**src/rtl/stopwatch_pkg.sv**
```systemverilog
// stopwatch_pkg: shared state encoding, field limits and time record for the stopwatch core.
// Rev 1.0
`default_nettype none

package stopwatch_pkg;

  localparam int CSEC_MAX = 99;
  localparam int SEC_MAX  = 59;
  localparam int MIN_MAX  = 59;

  localparam int CSEC_W = 7;
  localparam int SEC_W  = 6;
  localparam int MIN_W  = 6;
  localparam int HOUR_W = 6;

  typedef enum logic [1:0] {
    ST_STOP = 2'd0,
    ST_RUN  = 2'd1,
    ST_LAP  = 2'd2
  } sw_state_e;

  typedef struct packed {
    logic [CSEC_W-1:0] csec;
    logic [SEC_W-1:0]  sec;
    logic [MIN_W-1:0]  min;
    logic [HOUR_W-1:0] hour;
  } sw_time_t;

endpackage

`default_nettype wire

```
**src/rtl/sw_mod_counter.sv**
```systemverilog
// sw_mod_counter: modulo-(MAX+1) counter whose carry fires on the increment that wraps it.
// Rev 1.0
`default_nettype none

module sw_mod_counter #(
  parameter int MAX = 9,
  parameter int W   = 4
) (
  input  logic         clk,
  input  logic         rst,
  input  logic         i_inc,
  input  logic         i_clr,
  output logic [W-1:0] o_value,
  output logic         o_carry
);

  localparam logic [W-1:0] c_max = W'(MAX);

  logic [W-1:0] value_q;
  logic [W-1:0] value_d;
  logic         w_at_max;

  assign w_at_max = (value_q == c_max);

  always_comb begin
    value_d = value_q;
    if (i_clr) begin
      value_d = '0;
    end else if (i_inc) begin
      value_d = w_at_max ? '0 : value_q + 1'b1;
    end
  end

  always_ff @(posedge clk or negedge rst) begin
    if (!rst) begin
      value_q <= '0;
    end else begin
      value_q <= value_d;
    end
  end

  // Carry is combinational so the whole cascade advances on the same tick edge.
  assign o_carry = i_inc & w_at_max;
  assign o_value = value_q;

endmodule

`default_nettype wire

```
**src/rtl/stopwatch_lap_core.sv**
```systemverilog
// stopwatch_lap_core: prescaled hh:mm:ss.cc counter with run/stop/lap control and display mux.
// Rev 1.0
`default_nettype none

module stopwatch_lap_core
  import stopwatch_pkg::*;
#(
  parameter int CLK_FREQ_HZ = 100_000_000,
  parameter int TICK_HZ     = 100,
  parameter int HOUR_MAX    = 24
) (
  input  logic              clk,
  input  logic              rst,
  input  logic              i_runstop,
  input  logic              i_clear,
  input  logic              i_lap,
  input  logic              i_option,
  output logic [CSEC_W-1:0] o_csec,
  output logic [SEC_W-1:0]  o_sec,
  output logic [MIN_W-1:0]  o_min,
  output logic [HOUR_W-1:0] o_hour,
  output logic [6:0]        o_low_digit,
  output logic [5:0]        o_high_digit,
  output logic              o_running,
  output logic              o_lap,
  output logic              o_overflow
);

  localparam int DIV     = CLK_FREQ_HZ / TICK_HZ;
  localparam int PRESC_W = (DIV > 2) ? $clog2(DIV) : 1;
  localparam logic [PRESC_W-1:0] c_presc_last = PRESC_W'(DIV - 1);

  sw_state_e          state_q, state_d;
  logic [PRESC_W-1:0] presc_q, presc_d;
  sw_time_t           snap_q, snap_d;
  logic               overflow_q, overflow_d;

  logic     w_active;
  logic     w_tick;
  logic     w_clear;
  logic     w_capture;
  logic     w_csec_carry, w_sec_carry, w_min_carry, w_hour_carry;
  sw_time_t w_live;
  sw_time_t w_disp;

  always_comb begin
    state_d   = state_q;
    w_clear   = 1'b0;
    w_capture = 1'b0;
    case (state_q)
      ST_STOP: begin
        if (i_clear) begin
          w_clear = 1'b1;
        end else if (i_runstop) begin
          state_d = ST_RUN;
        end
      end
      ST_RUN: begin
        if (i_runstop) begin
          state_d = ST_STOP;
        end else if (i_lap) begin
          state_d   = ST_LAP;
          w_capture = 1'b1;
        end
      end
      ST_LAP: begin
        if (i_runstop) begin
          state_d = ST_STOP;
        end else if (i_lap) begin
          state_d = ST_RUN;
        end
      end
      default: state_d = ST_STOP;
    endcase
  end

  always_ff @(posedge clk or negedge rst) begin
    if (!rst) begin
      state_q <= ST_STOP;
    end else begin
      state_q <= state_d;
    end
  end

  assign w_active = (state_q != ST_STOP);
  assign w_tick   = w_active & (presc_q == c_presc_last);

  // Prescaler freezes in STOP so a resume keeps the partial tick.
  always_comb begin
    presc_d = presc_q;
    if (w_clear) begin
      presc_d = '0;
    end else if (w_active) begin
      presc_d = w_tick ? '0 : presc_q + 1'b1;
    end
  end

  sw_mod_counter #(.MAX(CSEC_MAX), .W(CSEC_W)) u_csec (
    .clk(clk), .rst(rst), .i_inc(w_tick), .i_clr(w_clear),
    .o_value(w_live.csec), .o_carry(w_csec_carry)
  );

  sw_mod_counter #(.MAX(SEC_MAX), .W(SEC_W)) u_sec (
    .clk(clk), .rst(rst), .i_inc(w_csec_carry), .i_clr(w_clear),
    .o_value(w_live.sec), .o_carry(w_sec_carry)
  );

  sw_mod_counter #(.MAX(MIN_MAX), .W(MIN_W)) u_min (
    .clk(clk), .rst(rst), .i_inc(w_sec_carry), .i_clr(w_clear),
    .o_value(w_live.min), .o_carry(w_min_carry)
  );

  sw_mod_counter #(.MAX(HOUR_MAX - 1), .W(HOUR_W)) u_hour (
    .clk(clk), .rst(rst), .i_inc(w_min_carry), .i_clr(w_clear),
    .o_value(w_live.hour), .o_carry(w_hour_carry)
  );

  always_comb begin
    snap_d     = w_capture ? w_live : snap_q;
    overflow_d = w_hour_carry;
  end

  always_ff @(posedge clk or negedge rst) begin
    if (!rst) begin
      presc_q    <= '0;
      snap_q     <= '0;
      overflow_q <= 1'b0;
    end else begin
      presc_q    <= presc_d;
      snap_q     <= snap_d;
      overflow_q <= overflow_d;
    end
  end

  assign w_disp = (state_q == ST_LAP) ? snap_q : w_live;

  assign o_csec       = w_live.csec;
  assign o_sec        = w_live.sec;
  assign o_min        = w_live.min;
  assign o_hour       = w_live.hour;
  assign o_low_digit  = i_option ? {1'b0, w_disp.min} : w_disp.csec;
  assign o_high_digit = i_option ? w_disp.hour : w_disp.sec;
  assign o_running    = w_active;
  assign o_lap        = (state_q == ST_LAP);
  assign o_overflow   = overflow_q;

endmodule

`default_nettype wire

```
**config.mk**
```make
export PLATFORM = sky130hd
export DESIGN_NAME = stopwatch_lap_core
export DESIGN_NICKNAME = d
export VERILOG_FILES = /design/src/rtl/stopwatch_pkg.sv /design/src/rtl/sw_mod_counter.sv /design/src/rtl/stopwatch_lap_core.sv
export SDC_FILE = /design/constraint.sdc
export NUM_CORES = 1
export LEC_CHECK = 0
export ABC_AREA = 1
export BUFFER_PORTS_ARGS = -buffer_cell sky130_fd_sc_hd__buf_2
export CORE_ASPECT_RATIO = 1.75
export CORE_UTILIZATION = 60
export CTS_BUF_LIST = sky130_fd_sc_hd__clkbuf_2 sky130_fd_sc_hd__clkbuf_4 sky130_fd_sc_hd__clkbuf_8
export CTS_CLUSTER_DIAMETER = 50
export DETAILED_ROUTE_END_ITERATION = 7
export GPL_ROUTABILITY_DRIVEN = 0
export GPL_TIMING_DRIVEN = 0
export HOLD_SLACK_MARGIN = 0.12
export PLACE_DENSITY_LB_ADDON = 0.25
export SKIP_CTS_REPAIR_TIMING = 1
export SYNTH_ARGS = -nofsm -noshare
export SYNTH_HDL_FRONTEND = slang
export SYNTH_SLANG_ARGS = --single-unit
```
**constraint.sdc**
```tcl
create_clock -name clk -period 4 [get_ports clk]
set_clock_uncertainty 0.2 [all_clocks]
set_input_delay 0.8 -clock clk [delete_from_list [all_inputs] [get_ports clk]]
set_output_delay 0.8 -clock clk [all_outputs]
set_load 0.01 [all_outputs]
```
==> results of run 1 <==
-- cells by family (layout without fill, tap and decap cells) --
kind of cell | count (synthesis) | count (layout) | share of synthesized area (%)
simple gates | 272 | 272 | 29.6
buf+inv | 71 | 134 | 7.13
mux | 5 | 5 | 1.40
xor+xnor | 11 | 11 | 2.39
fa+ha+maj | 5 | 5 | 1.55
compound gates | 98 | 98 | 12.7
flops | 73 | 73 | 45.3
-- final cells by class --
cell class	count	area, um^2
Multi-Input combinational cell	391	1920
Fill cell	547	1860
Sequential cell	73	1830
Timing Repair Buffer	47	253
Inverter	57	216
Clock buffer	10	138
Clock inverter	6	105
Tap cell	82	103
Buffer	14	71.3
-- cell usage in the layout (no fill, tap or decap), types with 2 or more instances in the layout --
cell       netlist  layout
nand3b_1         2       2
nor3_1          10      10
o21ai_1         11      11
clkinv_2         0       3
o21ai_0         56      56
o22ai_1         13      13
ha_1             5       5
nor2_2           7       7
nand2_2          2       2
xor2_1          11      11
nand4_1          6       6
clkbuf_8         0      10
nand2_1        112     112
buf_4            2       3
inv_2            8       8
nor3b_1          5       5
nand2_4          3       3
nor2_1          90      90
dfrtp_1         73      73
clkbuf_1         8       8
mux2_2           5       5
bufinv_16        0       3
a21oi_1         16      16
nor2_4           2       2
nand3_1         30      30
inv_1           48      48
buf_2            3      48
-- per-layer routing --
| layer | up-vias | global-route usage, % | wire length (um) | part of all wire [%] |
|---|---|---|---|---|
| met1 | 1824 | 32.1 | 3800 | 37 |
| met4 | 0 | 18.3 | 402 | 3.9 |
| met3 | 33 | 7.33 | 459 | 4.4 |
| li1 | 1873 | - | - | - |
| met5 | - | 0 | 0 | 0 |
| met2 | 92 | 57.7 | 5720 | 55 |
-- registers in the layout, indices dropped and copies added, names as in the netlist --
name / flops
o_overflow: 1
presc_q: 20
snap_q: 25
state_q: 2
u_csec.o_value: 7
u_hour.o_value: 6
u_min.o_value: 6
u_sec.o_value: 6
-- worst register-to-register path: cells and delay by family (launching register included) --
family                   cells  cell delay (ns)
adder cells (fa/ha/maj)      1             0.23
buffers and inverters        1             0.22
flip-flops                   1             0.45
AND/OR/NAND/NOR              6             0.99
-- worst min-delay path by stage --
stage	start	end
after CTS	rst	presc_q[5]$_DFFE_PN0P_
after global routing	rst	presc_q[8]$_DFFE_PN0P_
after floorplan	snap_q[12]$_DFFE_PN0P_	snap_q[12]$_DFFE_PN0P_
after global placement	snap_q[17]$_DFFE_PN0P_	snap_q[17]$_DFFE_PN0P_
after detailed placement	snap_q[23]$_DFFE_PN0P_	snap_q[23]$_DFFE_PN0P_
final	rst	presc_q[5]$_DFFE_PN0P_
-- power by group --
group,total (mW),internal (mW),switching (mW)
clock network,0.707,0.428,0.280
logic,1.09,0.398,0.694
registers,1.11,0.920,0.191
-- metrics by stage --
stage          std cells  instance area, um^2  hold slack [ns]  utilization [%]  power [mW]
3_5_place_dp         664                 4390            0.269             67.6        2.21
4_1_cts              680                 4630            0.180             71.4        2.92
2_1_floorplan        535                 4030            0.248                -        1.81
6_report             680                 4630            0.176             71.4        2.91
3_3_place_gp         663                 4370            0.265             67.3        2.16
5_1_grt              680                 4630            0.195             71.4        3.10
==> impl_metrics.env, run 1 <==
export IMPL_syn_nets=546
export IMPL_finalSetupViolCount=0
export IMPL_grt_setup_unrepaired="false"
export IMPL_grt_antenna_before_repair=0
export IMPL_p_per_area_nw_per_um2=628
export IMPL_overflow=0
export IMPL_synth_seq_cells=73
export IMPL_startpoint="state_q[0]$_DFFE_PN0P_"
export IMPL_row_count=39
export IMPL_synth_area_leaders="dfrtp_1 (45%), nand2_1 (10%), nor2_1 (8.4%), o21ai_0 (6.9%), inv_1 (4.5%)"
export IMPL_dieArea_um2=7070
export IMPL_nets=604
export IMPL_tns_ns=0
export IMPL_synth_ff_type="dfrtp_1"
export IMPL_vias=3822
export IMPL_clock_sinks=73
export IMPL_peakVddDrop_v=0.000507
export IMPL_drv_slew=0
export IMPL_worst_pin_slew_ns=0.561
export IMPL_dp_slack_ns=1.12
export IMPL_yosysWarnings=0
export IMPL_cap_violations=0
export IMPL_slowest_stage="dfrtp_1"
export IMPL_numCtsBuffers=9
export IMPL_start_util_pct=62.2
export IMPL_synth_top_area_share_pct=45.3
export IMPL_crit_top_cell="buf_2"
export IMPL_critPathRequiredTime_ns=3.00
export IMPL_io_pins=47
export IMPL_r2r_setup_slack_ns=1.85
export IMPL_cp_slowest_stage_delay_ns=0.40
export IMPL_post_route_drc_count=0
export IMPL_min_path_type="input port to asynchronous set/reset pin"
export IMPL_max_slew_margin_pct=62.6
export IMPL_crit_family="buffers and inverters"
export IMPL_min_period_over_period_pct=76.9
export IMPL_avgSynthCellArea_um2=7.54
export IMPL_leakagePower_nw=2.24
export IMPL_drt_iter0_markers=251
export IMPL_worst_slack_ns=0.925
export IMPL_grt_max_degree=43
export IMPL_max_freq_mhz=325
export IMPL_r2r_cells=8
export IMPL_end_kind="output port"
export IMPL_vias_per_cell=5.62
export IMPL_yosysUniqueCellTypes=31
export IMPL_critPathKind="register to output port"
export IMPL_crit_end="o_high_digit[3]"
export IMPL_status="completed"
export IMPL_rr_endpoint="u_hour.o_value[2]$_DFFE_PN0P_"
export IMPL_min_period_ns=3.07
export IMPL_synth_edf_count=0
export IMPL_synth_seq_area_share_pct=45.3
export IMPL_clkLatencyLatePin_ns=0.36
export IMPL_hold_viol=0
export IMPL_port_buffers=46
export IMPL_cp_arrival_ns=2.07
export IMPL_path_max_fanout=10
export IMPL_critPathBufInv=4
export IMPL_ys_top_cells_by_count="nand2_1 (112), nor2_1 (90), dfrtp_1 (73)"
export IMPL_synth_area_um2=4030
export IMPL_wl_per_cell_um=15.3
export IMPL_cts_root_buf="clkbuf_8"
export IMPL_die_w_um=64.0
export IMPL_start_kind="register"
export IMPL_clockBufferDepth=2
export IMPL_postRouteAntennaNets=0
export IMPL_drive_gt1_share_pct=16.7
export IMPL_antennaDiodeCount=0
export IMPL_yosys_area_top_type="dfrtp_1"
export IMPL_path_clk_slew_ns=0.07
export IMPL_routed_wl_um=10400
export IMPL_cts_htree_levels=3
export IMPL_dp_hpwl_um=7860
export IMPL_path_cells="inv_2 > nand2_1 > inv_1 > buf_2 > nor2_1 > o22ai_1 > buf_2"
export IMPL_first_pass_iters=5
export IMPL_yosysMostFrequentCell="nand2_1"
export IMPL_dieHeight_um=110
export IMPL_rr_startpoint="u_csec.o_value[1]$_DFFE_PN0P_"
export IMPL_grtUsageTotal_pct=31.9
export IMPL_core_area_um2=6490
export IMPL_cts_tree="yes"
export IMPL_area_growth_pct=14.8
export IMPL_grt_pass1_wl_um=17100
export IMPL_synthCells=535
export IMPL_path_depth=7
export IMPL_grt_pass1_vias=3751
export IMPL_ys_async_sr_fraction_pct=100
No activity file was read; power rests on OpenSTA's default activity.
==> run 2, diff against run 1 <==
ABC_AREA = 0   (was 1)
CORE_UTILIZATION = 55   (was 60)
clock period = 2.5 ns   (was 4 ns; I/O delays follow)
==> run 2 against run 1 <==
The run now ends with negative setup slack left. Routed wire length fell by 12%. Sequential share of layout area down 0.15 points. Register-to-register slack got worse by 1.8 ns. Combinational power shrank 78%. Synthesized area down 2.2%. Cell area grew 0.73%. Non-clock buffer count increased by 9. Critical path type unchanged. Worst setup slack lost 0.93 ns. Largest power group unchanged. Largest cell class unchanged.
==> impl_metrics.env, run 2 <==
export IMPL_vias=3132
export IMPL_overflow=0
export IMPL_drv_slew=0
export IMPL_max_slew_margin_pct=53.4
export IMPL_io_pins=47
export IMPL_r2r_cells=5
export IMPL_min_path_type="input port to register"
export IMPL_synth_area_um2=3950
export IMPL_ys_async_sr_fraction_pct=100
export IMPL_nets=438
export IMPL_start_util_pct=57.1
export IMPL_synth_fa_ha_area_share_pct=1.59
export IMPL_hold_path_endpoint="state_q[1]$_DFFE_PN0P_"
export IMPL_largest_reg_flops=25
export IMPL_end_kind="output port"
export IMPL_worst_slack_ns=-0.00715
export IMPL_row_count=40
export IMPL_critPathKind="register to output port"
export IMPL_synth_area_leaders="dfrtp_1 (46%), mux2_2 (7.7%), mux4_2 (6.8%), a21oi_1 (3.4%), nor2_1 (2.9%)"
export IMPL_routed_wl_um=9180
export IMPL_cp_arrival_ns=1.81
export IMPL_yosys_area_share_simple_pct=23.5
export IMPL_grt_max_degree=48
export IMPL_violations="negative setup slack"
export IMPL_start_kind="register"
export IMPL_post_route_drc_count=0
export IMPL_core_area_um2=6910
export IMPL_dp_hpwl_um=6600
export IMPL_peakVddDrop_v=0.000498
export IMPL_port_buffers=46
export IMPL_min_period_ns=2.51
export IMPL_synth_mux_area_share_pct=14.8
export IMPL_synth_edf_count=0
export IMPL_hold_viol=0
export IMPL_largest_register="snap_q"
export IMPL_rr_startpoint="state_q[1]$_DFFE_PN0P_"
export IMPL_final_common_cell="dfrtp_1"
export IMPL_max_freq_mhz=399
export IMPL_vias_per_cell=6.11
export IMPL_grt_pass1_vias=3187
export IMPL_area_growth_pct=18.2
export IMPL_yosys_area_top_type="dfrtp_1"
export IMPL_synth_ff_type="dfrtp_1"
export IMPL_synth_top_family_by_area="simple AND/OR/NAND/NOR gates"
export IMPL_synth_seq_area_share_pct=46.3
export IMPL_clock_sinks=73
export IMPL_fin_area_um2=4670
export IMPL_drt_iter0_markers=191
export IMPL_regArea_um2=1830
export IMPL_drive_gt1_share_pct=33.6
export IMPL_first_pass_iters=5
export IMPL_grt_pass1_wl_um=14800
export IMPL_die_w_um=66.0
export IMPL_worst_pin_slew_ns=0.699
export IMPL_synth_xor_area_share_pct=3.11
export IMPL_numCtsBuffers=9
export IMPL_path_max_fanout=6
export IMPL_cts_htree_levels=3
export IMPL_rr_endpoint="snap_q[19]$_DFFE_PN0P_"
export IMPL_leakagePower_nw=2.14
export IMPL_path_clk_slew_ns=0.06
export IMPL_p_per_area_nw_per_um2=493
export IMPL_r2r_setup_slack_ns=0.01
export IMPL_antennaDiodeCount=0
export IMPL_yosysUniqueCellTypes=51
export IMPL_grtUsageTotal_pct=26.4
export IMPL_synthCells=362
export IMPL_critPathRequiredTime_ns=1.80
export IMPL_hp_start="i_runstop"
export IMPL_grt_setup_unrepaired="true"
export IMPL_synth_compound_area_share_pct=8.34
export IMPL_ys_top_cells_by_count="dfrtp_1 (73), nor2_1 (31), nand2_1 (28)"
export IMPL_dp_slack_ns=-0.401
export IMPL_place_area_um2=4310
export IMPL_status="finished, violations left"
export IMPL_dieArea_um2=7530
export IMPL_synth_top_area_share_pct=46.3
export IMPL_dieHeight_um=114
export IMPL_mostFrequentLayoutCells="dfrtp_1 (68), buf_2 (38), nor2_1 (30), nand2_1 (28), mux2_2 (27)"
export IMPL_cts_tree="yes"
export IMPL_postRouteAntennaNets=0
export IMPL_finalSetupViolCount=1
export IMPL_wl_per_cell_um=17.9
export IMPL_cts_root_buf="clkbuf_8"
export IMPL_grt_antenna_before_repair=0
export IMPL_multi_input_area_um2=2070
export IMPL_yosysMostFrequentCell="dfrtp_1"
export IMPL_fillers=541
export IMPL_cap_violations=0
export IMPL_holdPathStages=2
export IMPL_syn_nets=373
export IMPL_clockBufferDepth=2
export IMPL_synth_seq_cells=73
export IMPL_avgSynthCellArea_um2=10.9
export IMPL_clkLatencyLatePin_ns=0.35
export IMPL_yosysWarnings=0
export IMPL_min_period_over_period_pct=100
-- run 2: changes by cell type after synthesis, moves of 11 or more --
cell     delta
a21oi_1    +11
inv_1      -43
mux2_2     +22
mux4_2     +12
nand2_1    -84
nand3_1    -14
nor2_1     -59
o21ai_0    -44
o21ai_1    -11
o22ai_1    -13
-- run 2: worst max path at each step --
stage | start | endpoint | slack, ns | depth (start not counted)
after floorplan | state_q[0]$_DFFE_PN0P_ | o_high_digit[0] | 0.01 | 4
after global placement | state_q[1]$_DFFE_PN0P_ | o_high_digit[0] | -0.39 | 5
after detailed placement | state_q[1]$_DFFE_PN0P_ | o_high_digit[2] | -0.40 | 5
after CTS | state_q[0]$_DFFE_PN0P_ | o_high_digit[2] | -0.79 | 5
after global routing | state_q[1]$_DFFE_PN0P_ | snap_q[22]$_DFFE_PN0P_ | -0.07 | 5
final | state_q[1]$_DFFE_PN0P_ | o_low_digit[0] | -0.007 | 5
-- run 2: critical path, stage by stage, from the launching register on --
cell     delay, ns
dfrtp_2       0.40
nor2b_4       0.16
buf_6         0.12
buf_12        0.12
mux4_2        0.51
buf_6         0.14
-- run 2: power by group --
group          switching, mW  internal, mW
Sequential            0.0488          1.23
Clock                  0.396         0.391
Combinational          0.138        0.0979
-- run 2: final cells by class --
| cell class | count | share of cell area [%] |
|---|---|---|
| buffer | 15 | 2.12 |
| sequential | 73 | 39.3 |
| clock buffer | 12 | 3.27 |
| clock inverter | 1 | 0.107 |
| inverter | 6 | 0.483 |
| tap | 84 | 2.25 |
| multi-input combinational | 267 | 44.4 |
| timing repair buffer | 55 | 8.13 |
-- run 2: kinds of logic (layout without fill, tap and decap cells) --
family | count (synthesis) | count (layout)
compound gates | 57 | 57
fa+ha+maj | 5 | 5
xor+xnor | 14 | 14
simple gates | 151 | 151
flops | 73 | 73
buf+inv | 22 | 89
mux | 40 | 40
-- run 2: metrics by stage --
stage | hold WS [ns] | utilization (%) | TNS (ns) | std cells | total power [mW]
floorplan | 0.00441 | - | 0 | 362 | 1.42
global placement | 0.282 | 62.0 | -2.84 | 492 | 1.50
detailed placement | 0.241 | 62.4 | -3.56 | 493 | 1.51
CTS | -0.138 | 64.7 | -8.01 | 506 | 2.30
global route | 0.176 | 67.6 | -0.992 | 513 | 2.40
finish | 0.158 | 67.6 | -0.00715 | 513 | 2.30
-- run 2: layer usage --
metal  wire length, um  global-route usage, %  vias to the layer above
li1                  -                      -                     1469
met1              3560                   28.2                     1557
met2              5050                   47.7                       85
met3               256                   4.68                       21
met4               306                   13.9                        0
met5                 0                      0                        -
==> run 3, diff against run 2 <==
CORE_ASPECT_RATIO = unset   (was 1.75)
==> run 3 against run 2 <==
Critical endpoint is now o_high_digit[3]. Worst hold slack improved by 0.0012 ns. Flip-flop and latch count did not move. Combinational power rose by 3%. Fmax fell by 2.9%. Routed wire length rose by 1.8%. Cell area rose by 2.8%. Largest power group unchanged. The run still ends with negative setup slack left. Die area fell by 0.18%. Non-clock buffer count rose by 5. Final cell count rose by 3.9%. Critical path depth did not move.
==> impl_metrics.env, run 3 (synthesized netlist as in run 2, its figures left out) <==
export IMPL_status="finished, violations left"
export IMPL_violations="negative setup slack"
export IMPL_dieArea_um2=7520
export IMPL_wl_per_cell_um=17.5
export IMPL_routed_wl_um=9340
export IMPL_die_w_um=86.7
export IMPL_cap_violations=0
export IMPL_grt_pass1_vias=3064
export IMPL_clock_sinks=73
export IMPL_cp_arrival_ns=1.88
export IMPL_port_buffers=46
export IMPL_max_slew_margin_pct=55.3
export IMPL_p_comb_share_pct=9.5
export IMPL_fillers=492
export IMPL_vias_per_cell=6.02
export IMPL_start_kind="register"
export IMPL_min_period_over_period_pct=103
export IMPL_area_growth_pct=21.5
export IMPL_largest_register="snap_q"
export IMPL_netSwitchingFraction_pct=24.6
export IMPL_grt_setup_unrepaired="true"
export IMPL_core_area_um2=6870
export IMPL_grt_antenna_before_repair=0
export IMPL_met3_usage_pct=5.33
export IMPL_dieHeight_um=86.7
export IMPL_overflow=0
export IMPL_hold_viol=0
export IMPL_grt_pass1_wl_um=15000
export IMPL_switchingPower_mw=0.629
export IMPL_dp_slack_ns=-0.462
export IMPL_row_count=30
export IMPL_drt_iter0_markers=242
export IMPL_drive_gt1_share_pct=35.7
export IMPL_worst_pin_slew_ns=0.670
export IMPL_largest_reg_flops=25
export IMPL_nets=443
export IMPL_numCtsBuffers=9
export IMPL_drv_slew=0
export IMPL_max_freq_mhz=387
export IMPL_clkLatencyLatePin_ns=0.35
export IMPL_tns_ns=-0.583
export IMPL_place_area_um2=4330
export IMPL_multi_input_area_um2=2070
export IMPL_path_clk_slew_ns=0.07
export IMPL_first_pass_iters=4
export IMPL_final_common_cell="dfrtp_1"
export IMPL_post_route_drc_count=0
export IMPL_postRouteAntennaNets=0
export IMPL_p_per_area_nw_per_um2=533
export IMPL_critPathKind="register to output port"
export IMPL_finalSetupViolCount=10
export IMPL_end_kind="output port"
export IMPL_clockBufferDepth=2
export IMPL_grtUsageTotal_pct=26.5
export IMPL_mostFrequentLayoutCells="dfrtp_1 (64), buf_2 (40), nor2_1 (30), nand2_1 (28), mux2_2 (27)"
export IMPL_min_period_ns=2.58
export IMPL_dp_hpwl_um=6220
export IMPL_grt_max_degree=73
export IMPL_cts_tree="yes"
export IMPL_pwr_share_seq_pct=49.9
export IMPL_cts_root_buf="clkbuf_8"
export IMPL_fin_area_um2=4790
export IMPL_use_met1_pct=35.7
export IMPL_min_path_type="input port to register"
export IMPL_leakagePower_nw=2.17
export IMPL_io_pins=47
export IMPL_p_clk_share_pct=40.6
export IMPL_vias=3208
export IMPL_worst_slack_ns=-0.0826
export IMPL_path_max_fanout=5
export IMPL_peakVddDrop_v=0.000502
export IMPL_busiest_layer="met2"
export IMPL_use_met2_pct=43.7
export IMPL_cts_htree_levels=3
export IMPL_regArea_um2=1840
export IMPL_antennaDiodeCount=0
export IMPL_critPathRequiredTime_ns=1.80
export IMPL_start_util_pct=57.4
export IMPL_p_int_mw=1.93
-- run 3: cell types whose count changed in the layout (fill, tap and decap cells not counted), moves of 2 or more --
| cell | before | now |
|---|---|---|
| clkbuf_4 | 3 | 1 |
| dfrtp_1 | 68 | 64 |
| dfrtp_2 | 5 | 9 |
| bufinv_16 | 0 | 2 |
| buf_2 | 38 | 40 |
| buf_6 | 9 | 6 |
| buf_4 | 8 | 13 |
-- run 3: area by class of cell --
class                   count  area share, %
inverters                   6          0.470
plain buffers              15           1.98
well taps                  96           2.51
repair buffers             60           8.92
multi-input cells         267           43.1
clock buffers              11           3.03
flip-flops and latches     73           38.3
clock inverters             5           1.64
-- run 3: path summary, 6_finish.rpt --
check / from / endpoint / slack [ns] / depth (start not counted)
worst min-delay path: i_runstop / state_q[1]$_DFFE_PN0P_ / 0.16 / 2
worst min register to register: snap_q[18]$_DFFE_PN0P_ / snap_q[18]$_DFFE_PN0P_ / 0.31 / 1
worst max-delay path: state_q[1]$_DFFE_PN0P_ / o_high_digit[3] / -0.08 / 5
max in group asynchronous: rst / state_q[0]$_DFFE_PN0P_ / 1.26 / 3
min in group asynchronous: rst / snap_q[19]$_DFFE_PN0P_ / 0.28 / 2
worst max register to register: state_q[0]$_DFFE_PN0P_ / snap_q[6]$_DFFE_PN0P_ / 0.09 / 5
-- run 3: per-stage QoR --
step / hold WS [ns] / util (%) / power [mW] / instances
after floorplan: 0.00441 / - / 1.42 / 362
after global placement: 0.283 / 62.6 / 1.49 / 504
after CTS: -0.265 / 66.2 / 2.54 / 521
after detailed placement: 0.100 / 63.0 / 1.51 / 505
final: 0.159 / 69.8 / 2.56 / 533
after global routing: 0.155 / 69.8 / 2.67 / 533
-- run 3: critical path, stage by stage (launching register included) --
cell,delay (ns)
dfrtp_2,0.41
nor2b_4,0.21
buf_8,0.14
buf_12,0.12
mux4_2,0.52
buf_6,0.14
-- run 3: power by group through the flow --
stage	Combinational, mW	Sequential (mW)	Clock, mW
global route	0.274	1.28	1.11
finish	0.242	1.28	1.04
floorplan	0.138	1.28	0
detailed placement	0.214	1.30	0
global placement	0.202	1.29	0
CTS	0.216	1.27	1.05
-- run 3: routing by layer --
metal | vias to the layer above | wire [um]
met2 | 83 | 4650
met4 | 0 | 80
met3 | 9 | 390
li1 | 1485 | -
met5 | - | 0
met1 | 1631 | 4220
